## src/rtl/perf_pkg.sv

```systemverilog
// rtl/perf_pkg.sv - shared types and defaults for the performance counter bank
package perf_pkg;
   typedef enum logic {WRAP = 1'b0, SAT = 1'b1} ovf_mode_e;

   localparam int SNAP_CNT_W = 8;
   localparam int DEF_NUM_CH = 4;
   localparam int DEF_CNT_W  = 19;

   function automatic ovf_mode_e mode_from_param(input int saturate);
      return (saturate != 0) ? SAT : WRAP;
   endfunction
endpackage

```

## src/rtl/perf_counter_ch.sv

```systemverilog
// rtl/perf_counter_ch.sv - one live event counter with sticky overflow and shadow copy
module perf_counter_ch
   import perf_pkg::*;
#(
   parameter int        CNT_W = DEF_CNT_W,
   parameter ovf_mode_e MODE  = WRAP
) (
   input  logic             clkFPGA,
   input  logic             rst,
   input  logic             clear,
   input  logic             snap,
   input  logic             inc,
   output logic [CNT_W-1:0] shadow,
   output logic             ovf
);
   localparam logic [CNT_W-1:0] MAX_VAL = '1;

   logic [CNT_W-1:0] live_q, live_d;
   logic [CNT_W-1:0] shadow_q, shadow_d;
   logic             ovf_q, ovf_d;

   // Shadow samples the pre-update live value, so a same-cycle clear or increment is not seen.
   always_comb begin
      live_d   = live_q;
      shadow_d = shadow_q;
      ovf_d    = ovf_q;
      if (snap) begin
         shadow_d = live_q;
      end
      if (clear) begin
         live_d = '0;
         ovf_d  = 1'b0;
      end else if (inc) begin
         if (live_q != MAX_VAL) begin
            live_d = live_q + CNT_W'(1);
         end else begin
            ovf_d  = 1'b1;
            live_d = (MODE == SAT) ? MAX_VAL : '0;
         end
      end
   end

   always_ff @(posedge clkFPGA) begin
      if (rst) begin
         live_q   <= '0;
         shadow_q <= '0;
         ovf_q    <= 1'b0;
      end else begin
         live_q   <= live_d;
         shadow_q <= shadow_d;
         ovf_q    <= ovf_d;
      end
   end

   assign shadow = shadow_q;
   assign ovf    = ovf_q;
endmodule

```

## src/rtl/perf_counter_bank.sv

```systemverilog
// rtl/perf_counter_bank.sv - bank of event counters with atomic snapshot and registered read port
module perf_counter_bank
   import perf_pkg::*;
#(
   parameter int  NUM_CH   = DEF_NUM_CH,
   parameter int  CNT_W    = DEF_CNT_W,
   parameter int  SATURATE = 0,
   localparam int SEL_W    = (NUM_CH > 1) ? $clog2(NUM_CH) : 1
) (
   input  logic                  clkFPGA,
   input  logic                  rst,
   input  logic [NUM_CH-1:0]     event_i,
   input  logic                  enable,
   input  logic                  clear,
   input  logic                  snap,
   input  logic                  rd_en,
   input  logic [SEL_W-1:0]      rd_sel,
   output logic [CNT_W-1:0]      rd_data,
   output logic                  rd_valid,
   output logic                  rd_err,
   output logic [NUM_CH-1:0]     ovf,
   output logic [SNAP_CNT_W-1:0] snap_cnt
);
   localparam ovf_mode_e MODE = mode_from_param(SATURATE);

   logic [CNT_W-1:0] shadow [NUM_CH];

   for (genvar i = 0; i < NUM_CH; i++) begin : g_ch
      perf_counter_ch #(
         .CNT_W (CNT_W),
         .MODE  (MODE)
      ) u_ch (
         .clkFPGA (clkFPGA),
         .rst     (rst),
         .clear   (clear),
         .snap    (snap),
         .inc     (enable && event_i[i]),
         .shadow  (shadow[i]),
         .ovf     (ovf[i])
      );
   end

   logic [CNT_W-1:0]      sel_val;
   logic                  sel_hit;
   logic [CNT_W-1:0]      rd_data_q, rd_data_d;
   logic                  rd_valid_q, rd_valid_d;
   logic                  rd_err_q, rd_err_d;
   logic [SNAP_CNT_W-1:0] snap_cnt_q, snap_cnt_d;

   // An index with no matching channel leaves sel_val at zero and flags the error.
   always_comb begin
      sel_val = '0;
      sel_hit = 1'b0;
      for (int i = 0; i < NUM_CH; i++) begin
         if (rd_sel == SEL_W'(i)) begin
            sel_val = shadow[i];
            sel_hit = 1'b1;
         end
      end
      rd_valid_d = rd_en;
      rd_data_d  = rd_data_q;
      rd_err_d   = rd_err_q;
      if (rd_en) begin
         rd_data_d = sel_val;
         rd_err_d  = !sel_hit;
      end
      snap_cnt_d = snap ? snap_cnt_q + SNAP_CNT_W'(1) : snap_cnt_q;
   end

   always_ff @(posedge clkFPGA) begin
      if (rst) begin
         rd_data_q  <= '0;
         rd_valid_q <= 1'b0;
         rd_err_q   <= 1'b0;
         snap_cnt_q <= '0;
      end else begin
         rd_data_q  <= rd_data_d;
         rd_valid_q <= rd_valid_d;
         rd_err_q   <= rd_err_d;
         snap_cnt_q <= snap_cnt_d;
      end
   end

   assign rd_data  = rd_data_q;
   assign rd_valid = rd_valid_q;
   assign rd_err   = rd_err_q;
   assign snap_cnt = snap_cnt_q;
endmodule

```

## config.mk

```make
export PLATFORM = sky130hd
export DESIGN_NAME = perf_counter_bank
export DESIGN_NICKNAME = d
export VERILOG_FILES = /design/src/rtl/perf_pkg.sv /design/src/rtl/perf_counter_ch.sv /design/src/rtl/perf_counter_bank.sv
export SDC_FILE = /design/constraint.sdc
export NUM_CORES = 1
export LEC_CHECK = 0
export CORE_ASPECT_RATIO = 0.8
export CORE_UTILIZATION = 45
export DETAILED_ROUTE_END_ITERATION = 12
export PLACE_DENSITY = 0.62
export SLEW_MARGIN = 25
export SYNTH_ARGS = -nofsm -noshare
export SYNTH_HDL_FRONTEND = slang
export SYNTH_SLANG_ARGS = --single-unit
```

## constraint.sdc

```tcl
create_clock -name clkFPGA -period 2.45 [get_ports clkFPGA]
set_input_delay 0.245 -clock clkFPGA [delete_from_list [all_inputs] [get_ports clkFPGA]]
set_output_delay 0.245 -clock clkFPGA [all_outputs]
set_load 0.01 [all_outputs]
```

# Yosys cells after proc, flatten, opt, wreduce, memory -nomap -nowiden
# Index checks and enable logic that the tools add are counted.
[totals]
regBits = 185
word_cells = 55
[classes]
n_reduce_logical = 11
muxes = 12
addsub = 5
bitwise = 4
eq_ne = 7
[op_table]
columns = ["cell", "n"]
rows = [
  ["$mux W19", 8],
  ["$add A19 B1 Y19 const B", 4],
  ["$ne A19 B19 Y1 const B", 4],
  ["$add A8 B1 Y8 const B", 1],
  ["$reduce_and A2 Y1", 4],
  ["$eq A2 B2 Y1 const B", 2],
  ["$logic_and A1 B1 Y1", 4],
  ["$mux W1", 4],
  ["$not A1 Y1", 4],
  ["$eq A2 B1 Y1 const B", 1],
  ["$logic_not A2 Y1", 1],
  ["$reduce_or A2 Y1", 1],
  ["$logic_not A1 Y1", 1],
]

# Logic depth before layout (Yosys ltp)
# Gate-level depths: netlist of run 1.
[logic_depth]
depth_word = 6
mapped_depth = 7

# Cells and area by module
# A second synthesis of run 1 with hierarchy kept.
[hier_totals]
hier_cells = 806
hier_area_um2 = 7956.4
[by_module_without_submodules]
columns = ["module", "seq_area_each_um2", "area_each_um2", "n_inst", "cells_per_inst"]
rows = [
  ["perf_counter_ch", 780.7, 1594.0, 4, 169],
  ["perf_counter_bank", 580.6, 1580.3, 1, 130],
]

# Worst setup path after synthesis of run 1
# No wires, ideal clock.
[synth_timing]
path_type = "reg-to-reg"
startpoint = "reg g_ch[2].u_ch.live_q[0]"
endpoint = "reg g_ch[2].u_ch.live_q[17]"
path_buffers = 2
period_less_slack_ps = 1941
path_slack_ps = 509
arrival_time_ps = 1815
setup_ps = 125
stages_incl_launch_ff = 8
cell_sequence = "dfxtp_1 -> ha_1 -> nand3_2 -> or4_1 -> buf_2 -> o31ai_2 -> buf_4 -> a21oi_1"
[synth_via]
elab_chain_cells = 2
word_cells_on_any_way = 3
[synth_rtl]
columns = ["item", "line", "source"]
rows = [
  ["start: declaration", "perf_counter_ch.sv:18", "logic [CNT_W-1:0] live_q, live_d;"],
  ["start signal: assignment", "perf_counter_ch.sv:49", "live_q <= live_d;"],
  ["$add A19 B1 Y19 / $ne A19 B19 Y1 (equally long branches)", "perf_counter_ch.sv:35, perf_counter_ch.sv:34", ""],
  ["$mux W19 *", "perf_counter_ch.sv:34", "if (live_q != MAX_VAL) begin"],
]
# Mark *: on every way between the ends. The rest lies on a longest branch, timed or not.
# A chain may end at the register's enable or synchronous reset.

# Worst setup path after layout of run 1
[layout_timing]
startpoint = "reg g_ch[2].u_ch.live_q[0]"
endpoint = "reg g_ch[2].u_ch.live_q[16]"
# The elaborated chain is that of the path after synthesis.

==> results.txt, run 1 <==
Setup Fix Bufs, Post-CTS: 0
sequential fraction of the synthesis area: 47.3%
Core ar.: 16800 um^2
Post-CTS Resized: 0
CTS tree: yes
H-Tree Depth: 4
io pins: 45
most frequent cells in the layout: dfxtp_1, nor2_1, mux2i_1
fmax: 458 MHz
worst setup margin: 0.268 ns
Sw Share: 23.3%
largest net degree at the start of global routing: 49
1st-iter DRT viols: 576
Syn Area/Cell: 9.79 um^2
Buf+Inv Stages, Crit Path: 1
antenna cells: 0
register share of total power: 51.3%
Synth Instances: 800
Syn Nets: 817
clock share of power: 44.4%
Hold WC Path Type: input port to flop
DR DRC count: 0
Clock Path Buffers: 2
CP arrival: 2.54 ns
die extent in x: 149 um
unrepaired setup endpoints after global routing: false
Slew HR: 56.8%
clk slew on worst S/H paths: 0.07 ns
status: completed
mapped cell area: 7830 um^2
initial antenna violation count: 0
Worst setup SP type: flop
area leader, netlist: dfxtp_1
Pint: 4.52 mW
Synth top area share: 47.3%
starting density of the core: 46.7%
Comb pwr share: 4.3%
worst hold stages: 2
HPWL Detailed: 13200 um
switching power: 1.37 mW
port buffer count: 44
Seq cells post-synth: 185
Wirelength per Cell: 17.4 um
CP top delay family: simple AND/OR/NAND/NOR gates
ANT nets after route: 0
Critical Path End Type: flop
root buf cell: clkbuf_16
total congestion overflow: 0
Die H: 120 um
max cap viols: 0
Area growth syn-to-layout: 16.1%
first-pass GRT wire length: 30500 um
final worst path period share: 89.1%
Hold Fails Final Rpt: 0
final setup vio count: 0
Clk Latency, worst-skew pair: 0.43 ns
gp weighted congestion: 0.839
pre-CTS setup slack: 0.140 ns
Ys Warns: 0
Final TNS setup: 0 ns
CTS Buf Count: 17
pwr/cell area: 648 nW/um^2
worst-path maximum fanout: 8
Worst Max-Slew Pin Slew: 0.648 ns
worst reg2reg path depth: 6
vias in the first global route: 5723
CP peak stage delay: 0.62 ns
nets: 858
via-per-instance ratio: 5.57
die area: 17900 um^2
WS Path Type: flop to flop
Hold Buf Count CTS: 0
crit-path cells: ha_1 > nand3_2 > or4_1 > buf_4 > or3_1 > a21oi_1
fillers: 1468
hold_ws: 0.187 ns
static leakage: 3.30 nW
GR Util All Layers: 22.3%
post-synthesis cell type count: 43
CP required: 2.81 ns
Slew Limit Fails: 0
clock skew: 0.00863 ns
vias post-DR: 5983
DRT Pass-1 Iters: 6
critical path's slowest cell: or4_1
Area contributors post-synth: dfxtp_1, mux2i_1, nor2_1
VDD IR max: 0.458 mV
Row Count: 42
fraction of layout cells with a size suffix above 1: 10.3%
post-route minimum period: 2.18 ns
Detailed Route WL: 18700 um
most common cell after layout, fill and taps aside: dfxtp_1
clk sinks: 185
Levels on crit path: 6
[cell families after synthesis]
group	share of synthesized area, %
xor gates and xnor gates	4.92
DFF	47.3
adders and majority gates	0.799
buffers and inverters	2.80
AOI/OAI and AO/OA	5.46
and+or+nand+nor	20.4
muxes	18.4
[synthesized netlist by cell type]
cell type    n
dfxtp_1    185
nor2_1     149
mux2i_1    101
a21oi_1     33
nand3_1     30
nand2_1     29
o21ai_0     26
nand4_1     25
xor2_1      24
or3_1       22
clkbuf_1    20
xnor2_1     20
mux4_2      19
buf_1       12
nor3_1      12
and4_1      11
nor4_1      10
or4_1       10
and3_1       6
buf_4        6
buf_2        5
ha_1         5
inv_1        5
and2_1       4
o21a_1       4
o31ai_1      4
a31oi_1      2
clkbuf_2     2
nand3_2      2
nand4_2      2
nor4_2       2
o21ai_1      2
a21bo_2      1
a311oi_1     1
a31o_2       1
nand2_2      1
nand3b_1     1
nor2b_1      1
nor3b_1      1
nor4_4       1
o21ba_2      1
o31ai_2      1
or2_2        1
[registers in the layout (all words and copies together) (netlist names)]
| register | flops |
|---|---|
| rd_err | 1 |
| snap_cnt | 8 |
| g_ch.u_ch.shadow | 76 |
| rd_valid | 1 |
| rd_data | 19 |
| g_ch.u_ch.ovf | 4 |
| g_ch.u_ch.live_q | 76 |
[final cells by class]
cell class | instances | area (um^2) | share of cell area [%]
Multi-Input combinational cell | 565 | 3910 | 43.0
Inverter | 5 | 18.8 | 0.206
Timing Repair Buffer | 67 | 633 | 6.96
Sequential cell | 185 | 3700 | 40.7
Clock buffer | 18 | 429 | 4.72
Clock inverter | 14 | 125 | 1.38
Tap cell | 220 | 275 | 3.03
[power groups by stage]
stage	clock [mW]	combinational, mW	sequential, mW
after detailed placement	0	0.256	3.09
final	2.61	0.254	3.02
after global placement	0	0.249	3.09
after floorplan	0	0.163	3.09
after CTS	2.67	0.257	3.02
after global routing	2.81	0.272	3.02
[stage by stage]
step	instances	utilization (%)	instance area (um^2)	total power [mW]
2_1_floorplan	800	-	7830	3.26
3_3_place_gp	1042	50.9	8540	3.34
3_5_place_dp	1042	50.9	8540	3.35
4_1_cts	1074	54.2	9090	5.95
5_1_grt	1074	54.2	9090	6.11
6_report	1074	54.2	9090	5.89
[worst paths after layout]
path	to	slack [ns]	startpoint
setup reg to reg	g_ch[2].u_ch.live_q[16]	0.27	g_ch[2].u_ch.live_q[0]
hold reg to reg	g_ch[0].u_ch.ovf	0.47	g_ch[0].u_ch.ovf
hold / removal	rd_data[9]	0.19	rst
setup / recovery	g_ch[2].u_ch.live_q[16]	0.27	g_ch[2].u_ch.live_q[0]
[per-layer routing]
metal | wire (um) | global-route usage (%)
met1 | 9330 | 32.7
met2 | 8120 | 32.1
met3 | 983 | 3.76
met4 | 276 | 8.80
met5 | 0 | 0
Note: power is estimated with default switching activity, not from simulation.
==> run 2, diff against run 1 <==
--- a/config.mk
+++ b/config.mk
@@ -5,6 +5,7 @@
 export SDC_FILE = /design/constraint.sdc
 export NUM_CORES = 1
 export LEC_CHECK = 0
+export CAP_MARGIN = 10
 export CORE_ASPECT_RATIO = 0.8
 export CORE_UTILIZATION = 45
 export DETAILED_ROUTE_END_ITERATION = 12
==> results of run 2 <==
Final layout, timing and power as in run 1 (identical DEF).
